`src/rtl/ats21_pkg.sv`:
```
// ============================================================================
// ats21_pkg : shared types and field positions for the ATS21 sequencer
// Rev 1.0
// ============================================================================
`default_nettype none

package ats21_pkg;

   typedef enum logic [2:0] {
      OP_NOP     = 3'b000,
      OP_SET_CLK = 3'b001,
      OP_EN_CLK  = 3'b010,
      OP_MODE    = 3'b011,
      OP_SET_ALM = 3'b101,
      OP_SET_TMR = 3'b110,
      OP_EN_ALM  = 3'b111
   } opcode_e;

   typedef enum logic [2:0] {
      ST_IDLE    = 3'd0,
      ST_SEND_HI = 3'd1,
      ST_SEND_LO = 3'd2,
      ST_WAIT    = 3'd3,
      ST_RESP    = 3'd4
   } state_e;

   localparam int c_OP_MSB  = 31;
   localparam int c_OP_LSB  = 29;
   localparam int c_CLK_MSB = 28;
   localparam int c_CLK_LSB = 25;
   localparam int c_ALM_MSB = 28;
   localparam int c_ALM_LSB = 24;

endpackage

`default_nettype wire

```
`src/rtl/ats21_conflict_check.sv`:
```
// ============================================================================
// ats21_conflict_check : flags two ATS21 commands that target the same resource
// Rev 1.0
// ============================================================================
`default_nettype none

module ats21_conflict_check
   import ats21_pkg::*;
(
   input  logic [31:0] cmd_a_i,
   input  logic [31:0] cmd_b_i,
   output logic        conflict_o
);

   logic [2:0] op_a_w, op_b_w;
   logic       clk_a_w, clk_b_w, alm_a_w, alm_b_w;
   logic       unused_w;

   assign op_a_w  = cmd_a_i[c_OP_MSB:c_OP_LSB];
   assign op_b_w  = cmd_b_i[c_OP_MSB:c_OP_LSB];
   assign clk_a_w = (op_a_w == OP_SET_CLK) || (op_a_w == OP_EN_CLK);
   assign clk_b_w = (op_b_w == OP_SET_CLK) || (op_b_w == OP_EN_CLK);
   assign alm_a_w = op_a_w inside {OP_SET_ALM, OP_SET_TMR, OP_EN_ALM};
   assign alm_b_w = op_b_w inside {OP_SET_ALM, OP_SET_TMR, OP_EN_ALM};

   // Payload bits never take part in resource matching.
   assign unused_w = ^{cmd_a_i[23:0], cmd_b_i[23:0]};

   assign conflict_o =
        (clk_a_w && clk_b_w &&
         (cmd_a_i[c_CLK_MSB:c_CLK_LSB] == cmd_b_i[c_CLK_MSB:c_CLK_LSB]))
     || (alm_a_w && alm_b_w &&
         (cmd_a_i[c_ALM_MSB:c_ALM_LSB] == cmd_b_i[c_ALM_MSB:c_ALM_LSB]))
     || ((op_a_w == OP_MODE) && (op_b_w == OP_MODE));

endmodule

`default_nettype wire

```
`src/rtl/ats21_sequencer.sv`:
```
// ============================================================================
// ats21_sequencer : two-client round-robin issuer of 32-bit ATS21 instructions
// Rev 1.0
// ============================================================================
`default_nettype none

module ats21_sequencer
   import ats21_pkg::*;
#(
   parameter int   STAT_WAIT = 1,
   parameter logic A_FIRST   = 1'b1
) (
   input  logic        clk_i,
   input  logic        reset_n_i,
   input  logic        a_cmd_valid_i,
   input  logic [31:0] a_cmd_i,
   input  logic        b_cmd_valid_i,
   input  logic [31:0] b_cmd_i,
   output logic        a_cmd_ready_o,
   output logic        b_cmd_ready_o,
   output logic        a_rsp_valid_o,
   output logic        b_rsp_valid_o,
   output logic        a_rsp_ack_o,
   output logic        b_rsp_ack_o,
   output logic        ats_req_o,
   output logic [15:0] ats_ctrlA_o,
   output logic [15:0] ats_ctrlB_o,
   input  logic [1:0]  ats_stat_i,
   output logic        busy_o
);

   logic [1:0]  rst_sync_q;
   logic        rst_n_w;
   state_e      state_q;
   logic        ptr_q;
   logic [31:0] cmd_a_q, cmd_b_q;
   logic        acc_a_q, acc_b_q;
   logic [2:0]  wait_cnt_q;
   logic [1:0]  stat_q;
   logic        ats_req_q, a_rsp_valid_q, b_rsp_valid_q, a_rsp_ack_q, b_rsp_ack_q;
   logic [15:0] lane_a_q, lane_b_q;
   logic        conflict_w, clash_w, sel_a_w, sel_b_w, all_nop_w, nop_a_w, nop_b_w;

   // Reset asserts immediately but releases two clocks later.
   always_ff @(posedge clk_i or negedge reset_n_i) begin
      if (!reset_n_i) rst_sync_q <= 2'b00;
      else            rst_sync_q <= {rst_sync_q[0], 1'b1};
   end
   assign rst_n_w = rst_sync_q[1];

   ats21_conflict_check u_conflict (
      .cmd_a_i    (a_cmd_i),
      .cmd_b_i    (b_cmd_i),
      .conflict_o (conflict_w)
   );

   assign clash_w   = a_cmd_valid_i && b_cmd_valid_i && conflict_w;
   assign sel_a_w   = a_cmd_valid_i && (!clash_w ||  ptr_q);
   assign sel_b_w   = b_cmd_valid_i && (!clash_w || !ptr_q);
   assign all_nop_w = (!sel_a_w || (a_cmd_i[c_OP_MSB:c_OP_LSB] == OP_NOP))
                   && (!sel_b_w || (b_cmd_i[c_OP_MSB:c_OP_LSB] == OP_NOP));
   assign nop_a_w   = (cmd_a_q[c_OP_MSB:c_OP_LSB] == OP_NOP);
   assign nop_b_w   = (cmd_b_q[c_OP_MSB:c_OP_LSB] == OP_NOP);

   assign a_cmd_ready_o = rst_n_w && (state_q == ST_IDLE) && sel_a_w;
   assign b_cmd_ready_o = rst_n_w && (state_q == ST_IDLE) && sel_b_w;

   always_ff @(posedge clk_i or negedge rst_n_w) begin
      if (!rst_n_w) begin
         state_q       <= ST_IDLE;
         ptr_q         <= A_FIRST;
         cmd_a_q       <= '0;
         cmd_b_q       <= '0;
         acc_a_q       <= 1'b0;
         acc_b_q       <= 1'b0;
         wait_cnt_q    <= '0;
         stat_q        <= '0;
         ats_req_q     <= 1'b0;
         lane_a_q      <= '0;
         lane_b_q      <= '0;
         a_rsp_valid_q <= 1'b0;
         b_rsp_valid_q <= 1'b0;
         a_rsp_ack_q   <= 1'b0;
         b_rsp_ack_q   <= 1'b0;
      end else begin
         ats_req_q     <= 1'b0;
         lane_a_q      <= '0;
         lane_b_q      <= '0;
         a_rsp_valid_q <= 1'b0;
         b_rsp_valid_q <= 1'b0;
         a_rsp_ack_q   <= 1'b0;
         b_rsp_ack_q   <= 1'b0;
         unique case (state_q)
            ST_IDLE: begin
               if (sel_a_w || sel_b_w) begin
                  cmd_a_q <= sel_a_w ? a_cmd_i : '0;
                  cmd_b_q <= sel_b_w ? b_cmd_i : '0;
                  acc_a_q <= sel_a_w;
                  acc_b_q <= sel_b_w;
                  if (clash_w) ptr_q <= ~ptr_q;
                  state_q <= all_nop_w ? ST_RESP : ST_SEND_HI;
               end
            end
            ST_SEND_HI: begin
               ats_req_q <= 1'b1;
               lane_a_q  <= cmd_a_q[31:16];
               lane_b_q  <= cmd_b_q[31:16];
               state_q   <= ST_SEND_LO;
            end
            ST_SEND_LO: begin
               lane_a_q   <= cmd_a_q[15:0];
               lane_b_q   <= cmd_b_q[15:0];
               wait_cnt_q <= 3'(STAT_WAIT - 1);
               state_q    <= ST_WAIT;
            end
            ST_WAIT: begin
               if (wait_cnt_q == 3'd0) begin
                  stat_q  <= ats_stat_i;
                  state_q <= ST_RESP;
               end else begin
                  wait_cnt_q <= wait_cnt_q - 3'd1;
               end
            end
            ST_RESP: begin
               a_rsp_valid_q <= acc_a_q;
               b_rsp_valid_q <= acc_b_q;
               a_rsp_ack_q   <= acc_a_q && (nop_a_w || stat_q[0]);
               b_rsp_ack_q   <= acc_b_q && (nop_b_w || stat_q[1]);
               state_q       <= ST_IDLE;
            end
            default: state_q <= ST_IDLE;
         endcase
      end
   end

   assign ats_req_o     = ats_req_q;
   assign ats_ctrlA_o   = lane_a_q;
   assign ats_ctrlB_o   = lane_b_q;
   assign a_rsp_valid_o = a_rsp_valid_q;
   assign b_rsp_valid_o = b_rsp_valid_q;
   assign a_rsp_ack_o   = a_rsp_ack_q;
   assign b_rsp_ack_o   = b_rsp_ack_q;
   assign busy_o        = (state_q != ST_IDLE);

endmodule

`default_nettype wire

```
`config.mk`:
```
export PLATFORM = sky130hd
export DESIGN_NAME = ats21_sequencer
export DESIGN_NICKNAME = d
export VERILOG_FILES = /design/src/rtl/ats21_pkg.sv /design/src/rtl/ats21_conflict_check.sv /design/src/rtl/ats21_sequencer.sv
export SDC_FILE = /design/constraint.sdc
export NUM_CORES = 1
export LEC_CHECK = 0
export CAP_MARGIN = 30
export CORE_MARGIN = 2
export CORE_UTILIZATION = 45
export CTS_CLUSTER_DIAMETER = 40
export DETAILED_ROUTE_END_ITERATION = 6
export PLACE_DENSITY = 0.78
export SLEW_MARGIN = 20
export SYNTH_ARGS = -nofsm -noshare
export SYNTH_HDL_FRONTEND = slang
export SYNTH_HIERARCHICAL = 1
export SYNTH_SLANG_ARGS = --single-unit
```
`constraint.sdc`:
```
create_clock -name clk_i -period 8.4 [get_ports clk_i]
set_input_delay 2.1 -clock clk_i [delete_from_list [all_inputs] [get_ports clk_i]]
set_output_delay 2.1 -clock clk_i [all_outputs]
set_load 0.05 [all_outputs]
```
==> results of run 1 <==
-- cell usage in the layout, fill, tap and decap left out, drive strengths merged, types with 2 or more instances in the layout --
cell / n
a22o: 98
and3: 5
clkinvlp: 2
o21a: 2
xnor2: 5
o31ai: 3
a21o: 4
clkbuf: 19
bufinv: 4
dfrtp: 113
nand2b: 2
buf: 7
nor2: 5
inv: 6
clkdlybuf4s50: 109
nand3: 2
mux2: 2
nor3: 8
clkinv: 6
ha: 2
nand2: 6
o21ai: 2
or3: 2
-- flip-flops by register name, indices dropped and copies added (netlist names), 2 cells and up --
name,flops
rst_sync_q,2
ats_ctrlA_o,16
state_q,3
cmd_a_q,32
ats_ctrlB_o,16
cmd_b_q,32
stat_q,2
wait_cnt_q,3
-- worst min path at each step --
stage	startpoint	endpoint	slack [ns]	cells after the start
floorplan	rst_sync_q[0]	rst_sync_q[1]	0.33	0
global placement	rst_sync_q[1]	ats_ctrlB_o[13]	0.26	0
detailed placement	rst_sync_q[1]	ats_ctrlB_o[13]	0.26	0
CTS	rst_sync_q[1]	ats_ctrlB_o[13]	0.27	0
global route	rst_sync_q[1]	cmd_b_q[30]	0.30	0
finish	rst_sync_q[1]	ats_ctrlB_o[13]	0.25	0
-- where the power goes --
| part | total, mW | switching [mW] | internal [mW] |
|---|---|---|---|
| Combinational | 0.907 | 0.519 | 0.389 |
| Sequential | 0.948 | 0.149 | 0.799 |
| Clock | 0.729 | 0.247 | 0.482 |
| Total | 2.58 | 0.914 | 1.67 |
-- routing by layer --
layer / share of wire [%] / track usage (%)
met5: 0 / 0
met4: 1.1 / 8.108
met3: 5.3 / 4.624
met2: 50 / 32.95
met1: 44 / 26.92
-- synthesized netlist by cell type, types with 2 or more instances --
master / instances
sky130_fd_sc_hd__o21a_1: 2
sky130_fd_sc_hd__nor3_1: 6
sky130_fd_sc_hd__buf_2: 16
sky130_fd_sc_hd__or3_1: 2
sky130_fd_sc_hd__buf_6: 3
sky130_fd_sc_hd__a21o_1: 4
sky130_fd_sc_hd__o31ai_1: 3
sky130_fd_sc_hd__dfrtp_1: 113
sky130_fd_sc_hd__clkbuf_1: 4
sky130_fd_sc_hd__and3_1: 5
sky130_fd_sc_hd__mux2_1: 2
sky130_fd_sc_hd__nand2_1: 6
sky130_fd_sc_hd__nand3_1: 2
sky130_fd_sc_hd__a22o_1: 98
sky130_fd_sc_hd__xnor2_1: 5
sky130_fd_sc_hd__nor3_4: 2
sky130_fd_sc_hd__nor2_1: 5
sky130_fd_sc_hd__inv_1: 4
sky130_fd_sc_hd__nand2b_1: 2
sky130_fd_sc_hd__ha_1: 2
-- worst reg2reg max path: stages, from the launching register on --
cell,delay (ns)
sky130_fd_sc_hd__dfrtp_1,0.48
sky130_fd_sc_hd__nand2b_1,0.30
sky130_fd_sc_hd__nor2_2,0.66
sky130_fd_sc_hd__buf_4,0.37
sky130_fd_sc_hd__a22o_1,0.17
-- logic make-up after synthesis --
group,count (synthesis),synth area share [%]
xor+xnor,6,1.222
buf+inv,28,3.432
mux,2,0.5235
simple gates,36,5.149
flops,114,66.35
fa+ha+maj,2,0.5816
compound gates,114,22.66
other cells,1,0.08718
-- per-stage QoR --
| stage | total power, mW | hold WS, ns | utilization (%) | area, um2 |
|---|---|---|---|---|
| 4_1_cts | 2.605 | 0.2712 | 66.24 | 6121 |
| 6_report | 2.584 | 0.2514 | 66.24 | 6121 |
| 3_3_place_gp | 1.833 | 0.2598 | 59.46 | 5494 |
| 2_1_floorplan | 1.560 | 0.3312 | - | 4302 |
| 5_1_grt | 2.711 | 0.2972 | 66.24 | 6121 |
| 3_5_place_dp | 1.860 | 0.2642 | 59.68 | 5514 |
-- final cells by class --
| class | instances | area share (%) |
|---|---|---|
| Clock buffer | 19 | 6.889 |
| Tap cell | 129 | 2.637 |
| Clock inverter | 13 | 3.025 |
| Timing Repair Buffer | 116 | 18.89 |
| Inverter | 5 | 0.3066 |
| Multi-Input combinational cell | 161 | 21.57 |
| Sequential cell | 114 | 46.69 |
==> results.txt, run 1 <==
Detailed placement ended at an HPWL of 6565 um. Once layout is complete, the cells apart from fillers number 557. The post-place setup slack was 1.725 ns; the register-to-register setup slack was 6.34 ns. The critical path runs through a total of 9 cells.

Measured in cells, the most critical reg-to-reg path has a length of 4. Max-cap violations in this run came to 0. The region available for standard cell placement spans 9240 um2. On the critical path, the stage with the largest delay is an instance of sky130_fd_sc_hd__clkdlybuf4s50_1.

Summed over all cells, the static leakage comes to 2.782 nW. The tools report the sequential element share of the synthesized area as 66.35%. The share of Yosys cell area claimed by the top area cell type was 65.74%. After clock tree synthesis, the setup repair step added 0 buffers. The logs give 0 for the count of final setup violators and 37 for the number of unique standard cell types used by synthesis.

In this run the deepest clock path goes through 2 buffers. The floorplan has 35 rows. The horizontal die dimension was 101.8 um; the period utilization was 80.23%. The worst pin sits at a relative slew slack of 46.77%. The count of fill cells added during filler insertion came out at 687. Counting every net in the synthesized netlist gives 375. The share of synthesized flip-flops with an asynchronous set or reset works out to 100.0%. Across every metal layer, demand over resource in global routing totals 20.42%. The repair_antennas step left the layout with diodes totalling 0. The first global-routing pass estimated 15,820 um of wire.

The tree built by TritonCTS fans out to 114 sinks. The highest clock rate was 0.1484 GHz; the relative area change from synthesis to final layout was 42.29%. The flow ran to the end, and the final reports show no timing, DRC or antenna violations.

The synthesized netlist occupies a cell area of 4302 um2. Averaged over all synthesized cells, the footprint is 14.20 um2. At the pin with the least slew margin, the transition time is 0.7977 ns. The worst-case IR drop observed on VDD is 198.4 uV. The total number of H-tree levels is 4.

The floorplan step set the die height to 101.8 um. The run gives 10,180 um as the routed wire length. The root buffer cell chosen for the clock tree is sky130_fd_sc_hd__clkbuf_8. After detailed placement, the design holds a cell count of 525. The quantity of I/O buffers inserted on ports came out at 109. The worst setup slack after layout is 1.660 ns, and the area of the multi-input gates is 1320 um2. The run gives 0 as the total congestion overflow after global routing. The first TritonRoute pass finished after 5 iterations. The initial antenna violation count is 0. Signal arrival time at the worst endpoint: 4.64 ns. In this run, synthesis produced a sequential element count of 114. The logs give 0 for the number of design rule violations left after detail routing and 3,055 for the via total after detailed routing. Yosys mapped a number of flops with a built-in enable equal to 0. Summing all flip-flop and latch instances after layout gives 2858 um2. The run gives 303 as the cell count after synthesis. The hold buffer count at cts is 0.

Startpoint-to-endpoint class of the critical path: input pin to output port. In this run the worst setup path terminates at a_cmd_ready_o. Number of top-level pins: 110. The CTS clock-pin slew for the worst setup and hold paths was 0.05 ns; the share of layout cells above drive strength 1 was 10.51%. The number of instances resized during post-cts repair is 0. The timing startpoint of the critical path was b_cmd_i[24]. The maximum net fanout on the critical path works out to 3. The max-slew violation count is 0. The most frequent cell on the critical path is sky130_fd_sc_hd__clkdlybuf4s50_1. The cell family contributing the most delay on the critical path is buffers and inverters. Adding up every negative setup slack in the final design gives 0 ns. The congestion estimate from routability-driven global placement came to 0.8183.

The number of buffers and inverters on the critical path is 2. The biggest cell delay along the critical path was 0.72 ns; the initial core utilization was 46.55%. For the worst setup path, the data required time is 6.30 ns. STA classifies the critical path endpoint as an output port. The run gives 0.005936 ns as the final clock skew. The clock insertion delay at the later pin of the skew report is 0.50 ns.

The tools report the type of element launching the critical path as an input pin. The synthesized design spends more area on one cell type than any other, namely sky130_fd_sc_hd__dfrtp_1. The average wire per standard cell is 18.27 um.

The area of the die came out at 10,360 um2. The worst path in the final design needs a cycle of 6.740 ns, including I/O delays and setup. Setup repair after global routing left no endpoint under its margin.

The number of failing hold endpoints at the final stage is 0. The total power per unit cell area was 422.1 nW/um2; the synthesis warning total was 6. The number of clock buffers inserted by TritonCTS came out at 17.

The worst register-to-register path ends at ats_ctrlB_o[14]. Path type of the worst min-delay path: register to asynchronous set/reset pin. The number of global-route vias before repair is 3,091, and the average via count per standard cell is 5.485.

The tools report the layout net count as 487. The worst register-to-register path begins at state_q[2]. The signal on the critical path passes through clkdlybuf4s50_1 > xnor2_1 > a32oi_1 > nor4_1 > a31o_1 > nand2_1 > o21ai_0 > nor2_1 > clkdlybuf4s50_1. Yosys attributes the largest share of cell area to sky130_fd_sc_hd__dfrtp_1 66%, sky130_fd_sc_hd__a22o_1 20%, sky130_fd_sc_hd__buf_2 1.9%, sky130_fd_sc_hd__xnor2_1 1.0%, sky130_fd_sc_hd__buf_6 0.79%. In the synthesized netlist the dominant register cell turns out to be sky130_fd_sc_hd__dfrtp_1. TritonCTS built the clock tree. The count of nets left with antenna violations after detail routing was 0. After the first detailed-routing iteration, the DRC count stood at 150. The run gives 48 as the pin count of the biggest net entering global routing.
(Power assumes the default switching activity.)
==> run 2: changes to the inputs <==
- CORE_UTILIZATION: 45 -> 44
- PLACE_DENSITY: 0.78 -> 0.8
- clock period: 8.4 -> 5.9 ns (I/O delays scaled with it)
==> run 2 against run 1 <==
Via count down 1.1%. Cell count up 0.72%. Critical path depth unchanged. Clock power up 40%. Worst setup slack worse by 1.2 ns. Total power up 42%. First-iteration DRC count down 14%. Count of clock-buffer cells in the layout up 4. Critical path type unchanged.
==> results.txt, run 2 (same netlist as run 1, synthesis figures left out) <==
The logs give 36 (+2.9%) for the site row count and 17 (unchanged) for the number of clock buffers inserted by TritonCTS. The largest registers in the layout are cmd_a_q: 32 flops, cmd_b_q: 32 flops. The maximum clock insertion buffer count was 2 (unchanged). The register-to-register setup slack was 3.97 ns (-2.37 ns).

The transition time of the tightest slew-check pin came out at 0.7629 ns (-0.03480 ns). The worst setup path is launched from an input pin. The HPWL after detailed placement was 6572 um (+0.10%); the share of layout cells above drive strength 1 was 10.28% (-0.23 points). The wire length of the first global-routing pass was 15,950 um (+0.78%); the via total after detailed routing was 3,021 (-1.1%). For the worst-case headroom to the max-slew limit, the log shows 49.14% (+2.4 points).

The critical path in this run is classified as input pin to output port. Path type of the worst min-delay path: register to register. The root cell of the clock tree is sky130_fd_sc_hd__clkbuf_8. The count of cells along the worst register-to-register path came out at 5 (+1).

The layout net count was 487 (unchanged); the clock insertion delay at the later pin of the skew report was 0.51 ns (about the same). Count of fill cells added during filler insertion: 761 (+11%). The routability-driven placement congestion ratio is 0.8242 (+0.72%), and the area inside the core boundary is 9639 um2 (+4.3%). The number of top-level pins was 110 (unchanged).

The end of the worst register-to-register path is cmd_b_q[30]. The total number of H-tree levels is 4 (unchanged). The average via count per standard cell was 5.385 (-1.8%); the static power due to leakage was 2.782 nW (about the same).

Based on the critical path, the design can be clocked at up to 0.1843 GHz. The chip height works out to 102.9 um (+1.1%). The first-pass iteration count of the detailed router came out at 5 (unchanged). The worst setup slack after layout was 0.4744 ns (-1.186 ns). For the met1 routing resource usage after global routing, the log shows 27.21% (+0.29 points). The hold path endpoint was rst_sync_q[1]. The run finished with clean final reports. The most frequent standard cell in the layout excluding fill and tap cells is sky130_fd_sc_hd__dfrtp_1. The peak ir drop on the vdd network came out at 223.5 uV (+13%).

The peak-usage layer in the global routing report was met2. The run gives 3.658 mW (+42%) as the power consumption. The initial core utilization is 44.63% (-1.9 points). The quantity of I/O buffers inserted on ports works out to 109 (unchanged).

The average wire per standard cell works out to 17.91 um (-2.0%). The number of instances resized during post-cts repair was 0 (unchanged); the max-cap violation count was 0 (unchanged). The maximum net fanout on the critical path came out at 3 (unchanged).

The tools report the number of design rule violations left after detail routing as 0 (unchanged). The library cells used most frequently in the layout, excluding fill and tap cells, are 112 x sky130_fd_sc_hd__dfrtp_1, 109 x sky130_fd_sc_hd__clkdlybuf4s50_1, 98 x sky130_fd_sc_hd__a22o_1. The relative area change from synthesis to final layout came out at 42.32% (about the same). Setup repair after global routing left no endpoint under its margin. For the number of global-route vias before repair, the log shows 3,115 (+0.78%). The horizontal die dimension is 102.9 um (+1.1%), and the number of failing hold endpoints at the final stage is 0 (unchanged). Along the worst hold path, the cell count comes to 0. The worst register-to-register path begins at state_q[2]. The initial antenna violation count was 1 (+1); the hold buffer count at cts was 0 (unchanged). TritonCTS built the clock tree.

The tightest hold margin was 0.3497 ns (+0.09826 ns); the minimum period implied by the final worst setup slack was 5.426 ns. The tools report the post-place setup slack as 0.5085 ns (-1.216 ns). CTS clock-pin slew for the worst setup and hold paths: 0.06 ns (about the same). The run gives 10,580 um2 (+2.2%) as the area of the die. STA classifies the critical path endpoint as an output port. The total placed instance area was 5527 um2 (+0.23%); the total congestion overflow after global routing was 0 (unchanged). The final cell area excluding filler cells is 6122 um2 (about the same). The run gives 10,050 um (-1.3%) as the routed wire length.

For the number of clock sinks seen by CTS, the log shows 114 (unchanged). The run gives 3.95 ns (-0.69 ns) as the signal arrival time at the worst endpoint. The number of standard cells in the layout, taps in and fillers out came out at 561 (+0.72%).

The count of nets left with antenna violations after detail routing is 0 (unchanged), and the fraction of met2 tracks used by global routing is 30.22% (-2.7 points). In this run the most critical hold path is launched from rst_sync_q[0]. The register area came out at 2858 um2 (unchanged).

The total power per unit cell area is 597.6 nW/um2 (+42%), and the total routing usage reported by global routing is 20.22% (-0.20 points). The pin count of the biggest net entering global routing is 63 (+31%). The run gives 63.51% (-2.7 points) as the core occupancy in the finished layout. The area of the multi-input gates is 1320 um2 (unchanged). The run gives 0 (unchanged) as the max-slew violation count.

The period utilization came out at 91.96%. The tools report the met3 usage in global routing as 8.203% (+3.6 points). For the number of DRC markers after the initial detailed-route iteration, the log shows 129 (-14%). The final clock skew came out at 0.008206 ns (+0.002270 ns). The run gives 4.43 ns (-1.87 ns) as the worst endpoint required time. The sum of negative setup slack was 0 ns (unchanged); the total setup buffers inserted after CTS was 0 (unchanged). The antenna diode count is 0 (unchanged). The count of final setup violators was 0 (unchanged).

The run gives 529 (+0.76%) as the count of placed standard cells including taps.
==> run 2: changes by cell type in the layout (fill, tap and decap cells not counted) <==
cell | before | now
sky130_fd_sc_hd__buf_12 | 1 | 0
sky130_fd_sc_hd__buf_16 | 0 | 1
sky130_fd_sc_hd__bufinv_16 | 4 | 3
sky130_fd_sc_hd__clkbuf_1 | 2 | 3
sky130_fd_sc_hd__clkbuf_8 | 1 | 4
sky130_fd_sc_hd__clkinv_4 | 3 | 1
sky130_fd_sc_hd__inv_6 | 1 | 0
==> run 2: where the power goes <==
group / switching [mW] / total, mW / internal [mW]
logic: 0.737 / 1.30 / 0.562
clock network: 0.342 / 1.02 / 0.675
registers: 0.206 / 1.34 / 1.14
==> run 2: layout make-up <==
class / instances / share of cell area [%]
Inverter: 5 / 0.3066
Clock inverter: 9 / 2.105
Timing Repair Buffer: 116 / 19.01
Clock buffer: 23 / 7.623
Multi-Input combinational cell: 161 / 21.56
Sequential cell: 114 / 46.68
Tap cell: 133 / 2.718
==> run 2: how the worst max path moves through the flow <==
stage / slack [ns] / from / cells after the start / to
2_1_floorplan: 0.70 / rst_sync_q[1] / 2 / b_cmd_ready_o
3_3_place_gp: 0.55 / b_cmd_i[24] / 9 / a_cmd_ready_o
3_5_place_dp: 0.51 / b_cmd_i[24] / 9 / a_cmd_ready_o
4_1_cts: 0.50 / b_cmd_i[24] / 9 / a_cmd_ready_o
5_1_grt: 0.32 / b_cmd_i[24] / 9 / a_cmd_ready_o
6_report: 0.47 / b_cmd_i[24] / 9 / a_cmd_ready_o
==> run 2: metal layers <==
layer / vias up / part of all wire, %
li1: 1382 / -
met4: 2 / 0.79
met1: 1527 / 45
met5: - / 0.13
met2: 102 / 47
met3: 8 / 7.5
==> run 2: critical path: stages <==
cell                              delay, ns
sky130_fd_sc_hd__clkdlybuf4s50_1       0.46
sky130_fd_sc_hd__xnor2_1               0.30
sky130_fd_sc_hd__a32oi_1               0.14
sky130_fd_sc_hd__nor4_1                0.29
sky130_fd_sc_hd__a31o_1                0.21
sky130_fd_sc_hd__nand2_1               0.09
sky130_fd_sc_hd__o21ai_0               0.22
sky130_fd_sc_hd__nor2_1                0.07
sky130_fd_sc_hd__clkdlybuf4s50_1       0.70
==> run 3: changes to the inputs <==
- CELL_PAD_IN_SITES_DETAIL_PLACEMENT: not set -> 0
- CELL_PAD_IN_SITES_GLOBAL_PLACEMENT: not set -> 1
- CORE_UTILIZATION: 44 -> 35
- MAX_ROUTING_LAYER: not set -> met4
- PLACE_DENSITY: 0.8 -> 0.79
==> run 3 against run 2 <==
Final area decreased by 1.1%. Highest routed layer is now met4. Total power decreased by 2.9%. Global-route usage decreased by 3.2 points.
==> results.txt, run 3 (same netlist as run 1, synthesis figures left out) <==
Total number of H-tree levels: 4 (unchanged). The area of the die is 13,190 um2 (+25%). The max-cap violation count came out at 0 (unchanged). Total power per unit cell area: 587.2 nW/um2 (-1.7%). The startpoint identified for the worst hold timing path is rst_sync_q[0]. The share of layout cells above drive strength 1 came out at 9.390% (-0.89 points).

The flow ran to the end, and the final reports show no timing, DRC or antenna violations. The maximum clock insertion buffer count came out at 2 (unchanged). The worst register-to-register path begins at state_q[2].

The run gives 0 (unchanged) as the number of failing hold endpoints at the final stage. The minimum period implied by the final worst setup slack was 5.418 ns (-0.007297 ns); the transition time of the tightest slew-check pin was 0.9112 ns (+0.1484 ns). The tools report the number of design rule violations left after detail routing as 0 (unchanged). The tools report the signal arrival time at the worst endpoint as 3.94 ns (about the same). Leaving out fill and tap cells, the most frequent cell in the layout is sky130_fd_sc_hd__dfrtp_1.

The via total after detailed routing is 3,043 (+0.73%), and the hold buffer count at cts is 0 (unchanged). The tightest hold margin came out at 0.3519 ns (+0.002199 ns). The tools report the worst endpoint required time as 4.43 ns (about the same).

Clock tree synthesis selected as its root buffer the cell sky130_fd_sc_hd__clkbuf_16. The number of clock buffers inserted by TritonCTS was 17 (unchanged); the routed wire length was 10,380 um (+3.3%). The logs give 40 (+11%) for the site row count and 0 (unchanged) for the antenna diode count. The initial core utilization is 35.81% (-8.8 points). By instance count, the cell type seen most on the critical path is sky130_fd_sc_hd__clkdlybuf4s50_1.

Compared with the post-synthesis result, the final layout area differs by 40.69%. The endpoint identified for the worst register-to-register timing path is ats_ctrlB_o[5]. The count of cells along the worst register-to-register path is 3 (-2), and the power consumption is 3.554 mW (-2.9%). For hold timing, the worst endpoint is rst_sync_q[1]. The logs give 0.1846 GHz (+0.13%) for the highest clock rate and 0 (unchanged) for the total setup buffers inserted after CTS. The worst setup path is captured at an output port. Setup repair after global routing left no endpoint under its margin.

The run gives 3,158 (+1.4%) as the number of global-route vias before repair. For the final clock skew, the log shows 0.009724 ns (+0.001518 ns). The count of final setup violators came out at 0 (unchanged). The number of instances resized during post-cts repair came out at 0 (unchanged). The period utilization is 91.84% (-0.12 points), and the register-to-register setup slack is 4.01 ns (+0.04 ns). Quantity of I/O buffers inserted on ports: 109 (unchanged). Traced cell by cell, the critical path runs through clkdlybuf4s50_1 > a211oi_1 > a32oi_1 > nor4_1 > a31o_1 > nand2_1 > o21ai_0 > nor2_1 > clkdlybuf4s50_1. The horizontal die dimension is 114.9 um (+12%), and the total congestion overflow after global routing is 0 (unchanged). For the routability-driven placement congestion ratio, the log shows 0.7560 (-8.3%). The sum of negative setup slack is 0 ns (unchanged).

The chip height came out at 114.9 um (+12%). The path type of the worst min-delay path is register to register. The static power due to leakage was 2.747 nW (-1.3%); the worst-case headroom to the max-slew limit was 39.11% (-10 points). Peak ir drop on the vdd network: 219.8 uV (-1.6%).

The number of clock sinks seen by CTS was 114 (unchanged); the maximum net fanout on the critical path was 5 (+2). The master of the slowest instance on the critical path was sky130_fd_sc_hd__clkdlybuf4s50_1. Number of stages on the worst hold path: 0 (unchanged). The run gives 0 (unchanged) as the count of nets left with antenna violations after detail routing. The biggest cell delay along the critical path is 0.70 ns (about the same), and the initial antenna violation count is 0 (-1). The max-slew violation count is 0 (unchanged).

The average via count per standard cell is 5.311 (-1.4%). The total routing usage reported by global routing is 17.04% (-3.2 points), and the layout net count is 485 (-0.41%). CTS clock-pin slew for the worst setup and hold paths: 0.05 ns (about the same). Average wire per standard cell: 18.11 um (+1.1%).

The number of standard cells in the layout, taps in and fillers out is 573 (+2.1%), and the wire length of the first global-routing pass is 16,340 um (+2.5%). The startpoint-to-endpoint class of the critical path is input pin to output port. Top cell family by delay on the critical path: buffers and inverters.

The run gives 0.41 ns (-0.10 ns) as the clock insertion delay at the later pin of the skew report. In the layout the commonest cells are 112 x sky130_fd_sc_hd__dfrtp_1, 109 x sky130_fd_sc_hd__clkdlybuf4s50_1, 98 x sky130_fd_sc_hd__a22o_1. The count of placed standard cells including taps is 541 (+2.3%), and the combined buffer and inverter count along the critical path is 2 (unchanged). The logs give 110 (unchanged) for the number of top-level pins and 59 (-6.3%) for the pin count of the biggest net entering global routing.

The tools report the area inside the core boundary as 12,010 um2 (+25%). The tools report the type of element launching the critical path as an input pin. The largest registers in the layout are cmd_a_q: 32 flops, cmd_b_q: 32 flops. The number of DRC markers after the initial detailed-route iteration was 227 (+76%); the HPWL after detailed placement was 6575 um (about the same). The first-pass iteration count of the detailed router was 5 (unchanged). TritonCTS built the clock tree.
## run 3: cell count changes in the layout (fill, tap and decap cells not counted), sizes merged
cell	before	now
bufinv	3	0
buf	7	5
clkinvlp	2	0
clkinv	4	5
clkbuf	23	27
## run 3: worst reg2reg max path: stages (launching register included)
cell and delay, ns:
sky130_fd_sc_hd__dfrtp_1 0.48, sky130_fd_sc_hd__nand2b_1 0.33, sky130_fd_sc_hd__nor2_4 0.75, sky130_fd_sc_hd__a22o_1 0.27
## run 3: worst max path at each step
stage / from / to / slack, ns / cells after the start
2_1_floorplan: rst_sync_q[1] / b_cmd_ready_o / 0.70 / 2
3_3_place_gp: a_cmd_i[24] / a_cmd_ready_o / 0.54 / 9
3_5_place_dp: a_cmd_i[30] / a_cmd_ready_o / 0.50 / 9
4_1_cts: a_cmd_i[30] / a_cmd_ready_o / 0.49 / 9
5_1_grt: a_cmd_i[30] / a_cmd_ready_o / 0.31 / 9
6_report: a_cmd_i[30] / a_cmd_ready_o / 0.48 / 9
## run 3: cell type report
class / count / area, um2
inverters: 5 / 18.77
clock buffers: 27 / 513.0
flip-flops and latches: 114 / 2858
repair buffers: 114 / 1129
multi-input cells: 161 / 1325
well taps: 147 / 183.9
fillers: 1033 / 5959
clock inverters: 5 / 25.02
## run 3: metal layers
layer	track usage, %	share of wire (%)
met1	21.56	47
met4	6.988	1.5
met3	6.378	6.5
met5	-	0
met2	24.71	45
## run 3: where the power goes
| group | leakage (nW) | internal [mW] | switching [mW] |
|---|---|---|---|
| combinational | 0.996 | 0.548 | 0.743 |
| sequential | 1.48 | 1.14 | 0.213 |
| clock | 0.271 | 0.587 | 0.323 |
## run 3: through the flow
stage | instance area (um2) | setup WS [ns] | utilization (%)
6_report | 6052 | 0.4817 | 50.39
5_1_grt | 6052 | 0.3060 | 50.39
4_1_cts | 6052 | 0.4886 | 50.39
3_5_place_dp | 5514 | 0.4995 | 45.91
3_3_place_gp | 5514 | 0.5384 | 45.91
2_1_floorplan | 4302 | 0.6973 | -
==> RTL edit (settings of run 3) <==
The parameter `A_FIRST` goes from 1'b1 to 1'b0.
--- a/src/rtl/ats21_sequencer.sv
+++ b/src/rtl/ats21_sequencer.sv
@@ -8,7 +8,7 @@
    import ats21_pkg::*;
 #(
    parameter int   STAT_WAIT = 1,
-   parameter logic A_FIRST   = 1'b1
+   parameter logic A_FIRST   = 1'b0
 ) (
    input  logic        clk_i,
    input  logic        reset_n_i,
Check against the original RTL: not equivalent (a bounded check fails within 4 cycles, from zero or initial values and one cycle with reset_n_i low).
==> RTL edit against run 3 <==
Cell area up 0.79%. Clock skew down 0.0012 ns. Sequential cell count unchanged. Cell count unchanged. Total power up 1.5%. Wire length about the same. Synthesized area about the same. Worst setup slack better by 0.048 ns. Largest cell class unchanged. Largest power group unchanged. Highest routed layer unchanged.
==> RTL edit: results <==
{
  "fin_skew_ns": 0.00852,
  "nFillCells": 1039,
  "synth_common_cells": "dfrtp_1, a22o_1, buf_2, nand2_1, nor3_1",
  "ir_drop_uv": 247,
  "clockBufferDepth": 2,
  "yosysSeqAreaShare_pct": 66.3,
  "place_ws_ns": 0.532,
  "hold_path_end": "rst_sync_q[1]$_DFF_PN0_",
  "routed_via_density": 5.21,
  "grt_pass1_vias": 3103,
  "r2r_end": "state_q[2]$_DFFE_PN0P_",
  "ys_types": 36,
  "wl_met1_um": 4710,
  "antenna_cells": 0,
  "synth.area.top_cells": "dfrtp_1, a22o_1, buf_2",
  "grt_max_degree": 62,
  "dp.cells": 542,
  "rr_startpoint": "state_q[2]$_DFFE_PN0P_",
  "dr.pass1.iters": 4,
  "wire_per_inst_um": 18.1,
  "nets": 486,
  "avgSynthCellArea_um2": 14.2,
  "slowest_stage": "clkdlybuf4s50_1",
  "wl_met3_um": 577,
  "reg_top3": "cmd_a_q: 32 flops, cmd_b_q: 32 flops",
  "max_slew.worst_pin.slew_ns": 0.924,
  "reg2reg_depth": 5,
  "status": "finished clean",
  "hpwl_um": 6710,
  "drt_iter0_markers": 221,
  "synthArstFlopShare_pct": 100,
  "gp_congestion": 0.838,
  "finalHoldViolations": 0,
  "worstPathArrival_ns": 3.89,
  "wl_met2_um": 4980,
  "p_leak_nw": 2.77,
  "grt_pass1_wl_um": 16600,
  "vias": 2988,
  "rrSetupSlack_ns": 3.99,
  "grtUsageTotal_pct": 17.4
}
## RTL edit: worst max-delay path by stage
stage	to	slack, ns	from	cells after the start
2_1_floorplan	b_cmd_ready_o	0.70	rst_sync_q[1]$_DFF_PN0_	2
3_3_place_gp	a_cmd_ready_o	0.56	b_cmd_i[24]	9
3_5_place_dp	a_cmd_ready_o	0.53	a_cmd_i[30]	9
4_1_cts	a_cmd_ready_o	0.53	a_cmd_i[30]	9
5_1_grt	a_cmd_ready_o	0.31	a_cmd_i[30]	9
6_report	a_cmd_ready_o	0.53	a_cmd_i[30]	9
## RTL edit: cells by family (layout without fill, tap and decap cells)
group | Yosys count | in the layout | synth area share (%)
other | 1 | 1 | 0.0872
AND/OR/NAND/NOR | 36 | 36 | 5.15
adder cells (fa/ha/maj) | 2 | 2 | 0.582
multiplexers | 2 | 2 | 0.524
XOR/XNOR | 6 | 6 | 1.22
flip-flops | 114 | 114 | 66.3
buffers and inverters | 28 | 151 | 3.43
AO/OA/AOI/OAI | 114 | 114 | 22.7
## RTL edit: layer usage
| layer | global-route usage, % | up-vias |
|---|---|---|
| met5 | - | - |
| met4 | 6.51 | 0 |
| met3 | 5.80 | 8 |
| met2 | 25.3 | 95 |
| met1 | 22.6 | 1503 |
| li1 | - | 1382 |
## RTL edit: where the power goes
group / switching, mW / total (mW) / internal [mW]
combinational: 0.740 / 1.30 / 0.559
clock: 0.326 / 0.954 / 0.628
sequential: 0.218 / 1.36 / 1.14
total: 1.28 / 3.61 / 2.32
## RTL edit: layout make-up
cell class | count | area share (%)
sequential | 114 | 46.8
multi-input combinational | 161 | 21.7
timing repair buffer | 115 | 19.0
clock buffer | 26 | 8.35
tap | 147 | 3.02
clock inverter | 5 | 0.821
inverter | 5 | 0.308
## RTL edit: metrics by stage
| stage | hold WS, ns | instance area (µm²) |
|---|---|---|
| 2_1_floorplan | 0.331 | 4300 |
| 3_3_place_gp | 0.341 | 5510 |
| 3_5_place_dp | 0.341 | 5540 |
| 4_1_cts | 0.353 | 6100 |
| 5_1_grt | 0.366 | 6100 |
| 6_report | 0.348 | 6100 |
